### config.mk
export PLATFORM = sky130hd
export DESIGN_NAME = vip_matrix_gen_3x3
export DESIGN_NICKNAME = d
export VERILOG_FILES = /design/src/rtl/vip_matrix_gen_3x3.sv
export SDC_FILE = /design/constraint.sdc
export NUM_CORES = 2
export LEC_CHECK = 0
export CAP_MARGIN = 5
export CORE_MARGIN = 1
export CORE_UTILIZATION = 47
export DETAILED_ROUTE_END_ITERATION = 10
export PLACE_DENSITY = 0.6
export SETUP_SLACK_MARGIN = 0.02
export SLEW_MARGIN = 5
export SYNTH_ARGS = -nofsm -noshare
export SYNTH_HDL_FRONTEND = slang
export SYNTH_SLANG_ARGS = --single-unit
### constraint.sdc
create_clock -name clk -period 20.6 [get_ports clk]
set_input_delay 5.15 -clock clk [delete_from_list [all_inputs] [get_ports clk]]
set_output_delay 5.15 -clock clk [all_outputs]
set_load 0.05 [all_outputs]
### src/rtl/vip_matrix_gen_3x3.sv
// 3x3 sliding-window generator with two inferred line buffers, row/column tracking and border padding.
// Optional macro VIP_MATRIX_BORDER_REPLICATE_EN: replicate edge pixels instead of zero padding.
module vip_matrix_gen_3x3 #(
  parameter int DATA_W    = 1,
  parameter int IMG_HDISP = 640,
  parameter int IMG_VDISP = 480
) (
  input  logic                  clk,
  input  logic                  rst,
  input  logic                  per_frame_vsync,
  input  logic                  per_frame_href,
  input  logic                  per_frame_clken,
  input  logic [DATA_W-1:0]     per_img_data,
  output logic                  matrix_frame_vsync,
  output logic                  matrix_frame_href,
  output logic                  matrix_frame_clken,
  output logic [9*DATA_W-1:0]   matrix_data,
  output logic                  matrix_border
);

  localparam int COL_W = $clog2(IMG_HDISP + 1);
  localparam int ROW_W = $clog2(IMG_VDISP + 1);
  localparam int AW    = $clog2(IMG_HDISP);

  logic [COL_W-1:0]  col;
  logic [ROW_W-1:0]  row;
  logic              href_prev;
  logic              vsync_prev;
  logic              href_fall;
  logic              vsync_rise;
  logic              accept;

  logic              valid_d1;
  logic [DATA_W-1:0] pix_d1;
  logic [AW-1:0]     col_d1;
  logic [ROW_W-1:0]  row_d1;

  logic [DATA_W-1:0] lb0 [IMG_HDISP];
  logic [DATA_W-1:0] lb1 [IMG_HDISP];
  logic [DATA_W-1:0] lb0_rd;
  logic [DATA_W-1:0] lb1_rd;

  logic [DATA_W-1:0] new_col  [3];
  logic [DATA_W-1:0] left_fill [3];
  logic [DATA_W-1:0] win [3][3];
  logic              border_d1;

  logic              vsync_d1;
  logic              href_d1;

  assign href_fall  = href_prev & ~per_frame_href;
  assign vsync_rise = ~vsync_prev & per_frame_vsync;
  assign accept     = per_frame_href & per_frame_clken & (col < COL_W'(IMG_HDISP));

  // Column counts accepted pixels of the line; row counts completed lines and saturates.
  always_ff @(posedge clk) begin
    if (rst) begin
      col        <= '0;
      row        <= '0;
      href_prev  <= 1'b0;
      vsync_prev <= 1'b0;
    end else begin
      href_prev  <= per_frame_href;
      vsync_prev <= per_frame_vsync;
      if (href_fall)
        col <= '0;
      else if (accept)
        col <= col + COL_W'(1);
      if (vsync_rise)
        row <= '0;
      else if (href_fall && (row != ROW_W'(IMG_VDISP)))
        row <= row + ROW_W'(1);
    end
  end

  always_ff @(posedge clk) begin
    if (rst) begin
      valid_d1 <= 1'b0;
      pix_d1   <= '0;
      col_d1   <= '0;
      row_d1   <= '0;
    end else begin
      valid_d1 <= accept;
      if (accept) begin
        pix_d1 <= per_img_data;
        col_d1 <= col[AW-1:0];
        row_d1 <= row;
      end
    end
  end

  // Line buffers: read in the accept cycle, written one cycle later so the old line is read first.
  always_ff @(posedge clk) begin
    if (accept) begin
      lb0_rd <= lb0[col[AW-1:0]];
      lb1_rd <= lb1[col[AW-1:0]];
    end
    if (valid_d1) begin
      lb0[col_d1] <= pix_d1;
      lb1[col_d1] <= lb0_rd;
    end
  end

  always_comb begin
    new_col[0] = lb1_rd;
    new_col[1] = lb0_rd;
    new_col[2] = pix_d1;
`ifdef VIP_MATRIX_BORDER_REPLICATE_EN
    if (row_d1 == '0) begin
      new_col[0] = pix_d1;
      new_col[1] = pix_d1;
    end else if (row_d1 == ROW_W'(1)) begin
      new_col[0] = lb0_rd;
    end
    for (int r = 0; r < 3; r++)
      left_fill[r] = new_col[r];
`else
    if (row_d1 == '0) begin
      new_col[0] = '0;
      new_col[1] = '0;
    end else if (row_d1 == ROW_W'(1)) begin
      new_col[0] = '0;
    end
    for (int r = 0; r < 3; r++)
      left_fill[r] = '0;
`endif
    border_d1 = (row_d1 < ROW_W'(2)) | (col_d1 < AW'(2));
  end

  // On column 0 the two left columns are refilled, which makes column 1 padding fall out of the shift.
  always_ff @(posedge clk) begin
    if (rst) begin
      for (int r = 0; r < 3; r++)
        for (int c = 0; c < 3; c++)
          win[r][c] <= '0;
      matrix_border <= 1'b0;
    end else if (valid_d1) begin
      for (int r = 0; r < 3; r++) begin
        win[r][2] <= new_col[r];
        if (col_d1 == '0) begin
          win[r][0] <= left_fill[r];
          win[r][1] <= left_fill[r];
        end else begin
          win[r][0] <= win[r][1];
          win[r][1] <= win[r][2];
        end
      end
      matrix_border <= border_d1;
    end
  end

  always_ff @(posedge clk) begin
    if (rst) begin
      vsync_d1           <= 1'b0;
      href_d1            <= 1'b0;
      matrix_frame_vsync <= 1'b0;
      matrix_frame_href  <= 1'b0;
      matrix_frame_clken <= 1'b0;
    end else begin
      vsync_d1           <= per_frame_vsync;
      href_d1            <= per_frame_href;
      matrix_frame_vsync <= vsync_d1;
      matrix_frame_href  <= href_d1;
      matrix_frame_clken <= valid_d1;
    end
  end

  assign matrix_data = {win[0][0], win[0][1], win[0][2],
                        win[1][0], win[1][1], win[1][2],
                        win[2][0], win[2][1], win[2][2]};

endmodule

==> impl_metrics.py <==
metrics = {
    "run_status": {
        "run_status": "finished, final reports clean",
    },
    "synthesis": {
        "synth_area_per_cell_sq_um": 17.1,
        "yosysUniqueCellTypes": 78,
        "async_flop_share": 0,
        "yosys_most_used_dff": "edfxtp_1",
        "synth_edf_count": 1291,
        "synth_warnings": 0,
        "netlist_area_sq_mm": 0.0548,
        "syn_nets": 3217,
        "syn_inst": 3208,
        "ys_ff_latch": 1337,
        "ys_seq_area_frac": 0.724,
    },
    "min_path": {
        "min_to": "matrix_frame_vsync",
        "hp-class": "flip-flop to flip-flop",
        "holdCritStartpoint": "vsync_d1",
        "holdPathStages": 2,
    },
    "worst_setup_path": {
        "endpoint_kind": "flip-flop",
        "crit_arrival_ps": 7980,
        "cp-start-kind": "input pin",
        "required_ps": 21260,
        "r2r-start": "col[0]",
        "crit_type": "input pin to flip-flop",
        "crit_fanout": 27,
        "r2r_cells": 10,
        "r2r_slack_ps": 15450,
        "r2r_end": "lb1_rd",
    },
    "layout": {
        "final_cell_mix": "1291 x edfxtp_1, 686 x nor2_1, 293 x mux4_2, 152 x nand2_1, 148 x clkbuf_16",
        "layout_commonest_cell": "edfxtp_1",
        "nFillCells": 9196,
        "area.growth.synth_to_final_pct": 10.2,
        "fin_area_sq_mm": 0.0604,
        "fin_nets": 3206,
        "drive_gt1_frac": 0.180,
        "final_cells": 4813,
    },
    "cts": {
        "ctsRootBufferMaster": "clkbuf_16",
        "clkTransAtPathRegs_ps": 60,
        "post-cts-setup-buffers": 0,
        "max-clock-path-buffers": 3,
        "clk_latency_ps": 740,
        "post_cts_resize_count": 0,
        "numCtsBuffers": 141,
        "clock-sinks": 1337,
        "postCtsHoldBufs": 0,
        "htreeDepth": 4,
        "cts_tree": "yes",
    },
    "sta": {
        "worst_slew_pin_slew_ps": 1300,
        "slew_violations": 0,
        "fin_skew_ps": 16.2,
        "tns_ps": 0,
        "setup_ws_ps": 13280,
        "min_period_ps": 7320,
        "rsz0062_at_grt": "no",
        "fin_crit_sh": 0.356,
        "fmax_mhz": 137,
        "relSlewSlack": 0.133,
        "hold_viol_final": 0,
        "worst_hold_slack_ps": 430,
        "finalSetupViolations": 0,
    },
    "place": {
        "place_area_sq_mm": 0.0561,
        "pre_cts_slack_ps": 12570,
        "port_buffers": 18,
        "dp.cells": 4566,
        "dp_hpwl_um": 82800,
        "place.gp.congestion": 0.834,
    },
    "grt": {
        "grt_pass1_vias": 30900,
        "grt_first_pass_wirelength_um": 212000,
        "grt_util_all_layers": 0.253,
        "antenna_found_initial": 1,
        "grt-ovfl-total": 0,
        "grt_max_degree": 273,
    },
    "power": {
        "leakagePower_nw": 18.5,
        "switching_power_mw": 1.12,
        "power-per-cell-area_mw_per_mm2": 91.5,
        "p_sw_frac": 0.203,
        "p_int_mw": 4.40,
        "pwr-share-comb": 0.030,
        "clkPwrFrac": 0.430,
        "seq_power_share": 0.540,
        "peakVddDrop_mv": 0.0867,
    },
    "routing": {
        "antenna_left": 0,
        "vias_per_cell": 6.17,
        "dr.first_iter.drc_count": 3633,
        "num_vias": 29700,
        "wl_um": 146000,
        "dr_wl_met3_um": 11900,
        "wl_per_cell_um": 30.4,
        "firstDrtPassIters": 6,
        "drt-met1-wl_um": 58100,
        "top_layer": "met4",
        "drc": 0,
        "wl_met2_um": 72600,
    },
    "die": {
        "io_pins": 19,
        "fp.dieH_um": 343,
        "dieArea_sq_mm": 0.118,
        "start_util": 0.477,
        "die_w_um": 343,
        "rows": 124,
        "core_sq_mm": 0.115,
    },
    "job": {
        "drv_cap": 0,
    },
}
-- state kept, by name (all words and copies together) (netlist names) --
name                cells
lb1                   640
matrix_frame_vsync      1
lb0_rd                  1
matrix_frame_href       1
valid_d1                1
matrix_frame_clken      1
pix_d1                  1
col                    10
vsync_d1                1
col_d1                 10
lb0                   640
row_d1                  9
row                     9
href_d1                 1
lb1_rd                  1
matrix_border           1
win                     9
-- metal layers --
| layer | up-vias | GRT usage |
|---|---|---|
| met5 | - | 0 |
| met4 | 0 | 0.0733 |
| met1 | 15700 | 0.345 |
| li1 | 12500 | - |
| met2 | 1367 | 0.417 |
| met3 | 222 | 0.0459 |
-- cell type report --
| cell class | instances | area, sq um | area share |
|---|---|---|---|
| antenna | 1 | 2.50 | 0.0000415 |
| clock buffer | 181 | 3840 | 0.0636 |
| clock inverter | 65 | 425 | 0.00705 |
| inverter | 13 | 50.0 | 0.000829 |
| multi-input combinational | 1625 | 13800 | 0.228 |
| sequential | 1337 | 39700 | 0.658 |
| tap | 1512 | 1890 | 0.0313 |
| timing repair buffer | 79 | 688 | 0.0114 |
-- power by group through the flow --
stage | registers [mW] | clock network, mW | logic [mW]
final | 2.98 | 2.38 | 0.164
after CTS | 2.98 | 2.41 | 0.167
after global routing | 2.98 | 2.51 | 0.175
after detailed placement | 3.04 | 0 | 0.166
after floorplan | 3.08 | 0 | 0.108
after global placement | 3.04 | 0 | 0.163
-- synth_stat cells (all sizes together) (3+ instances only) --
cell type	number	area, sq um
edfxtp	1291	38800
nor2	687	2580
mux4	312	7100
nand2	179	672
clkbuf	128	488
buf	105	881
mux2i	88	881
a21oi	66	330
dfxtp	46	921
nand3	28	153
o21ai	25	125
nor3	22	115
o221ai	19	173
nor2b	18	113
and2	15	93.8
a211oi	12	95.1
a22oi	11	82.6
inv	11	41.3
a221oi	10	100
nand4	10	62.6
a2111oi	8	70.1
nor4	8	50.1
xnor2	8	70.1
a311oi	6	52.6
mux2	6	67.6
or3	6	37.5
a31oi	5	31.3
and3	5	31.3
o2111ai	5	43.8
a22o	4	35.0
a41oi	4	35.0
nand2b	4	25.0
or2	4	25.0
xor2	4	35.0
a21o	3	22.5
ha	3	37.5
nand3b	3	22.5
o211ai	3	22.5
o22a	3	26.3
o22ai	3	18.8
-- critical path, cell delays in order --
cell and delay [ps]:
clkdlybuf4s50_1 490, nand3_1 590, clkinv_1 720, nand2_1 140
or3_1 410, or3_1 330, a21oi_1 140
-- metrics by stage --
stage	utilization	power, mW
2_1_floorplan	-	3.19
3_3_place_gp	0.488	3.20
3_5_place_dp	0.488	3.21
4_1_cts	0.525	5.56
5_1_grt	0.525	5.67
6_report	0.525	5.53
-- kinds of logic after synthesis --
group | synth area share
AO/OA/AOI/OAI | 0.0266
XOR/XNOR | 0.00192
adder cells (fa/ha/maj) | 0.000685
buffers and inverters | 0.0259
flip-flops | 0.724
multiplexers | 0.147
AND/OR/NAND/NOR | 0.0737
-- worst max-delay path by stage --
stage	start	end	slack [ps]	depth (start not counted)
final	per_frame_href	col[7]	13280	7
after detailed placement	per_frame_href	col[7]	12570	7
after CTS	per_frame_href	col[7]	13350	7
after global placement	per_frame_href	col[7]	12600	7
after global routing	per_frame_href	col[7]	13050	7
after floorplan	pix_d1	lb0[0]	10680	0
Note: power is estimated with default switching activity, not from simulation.
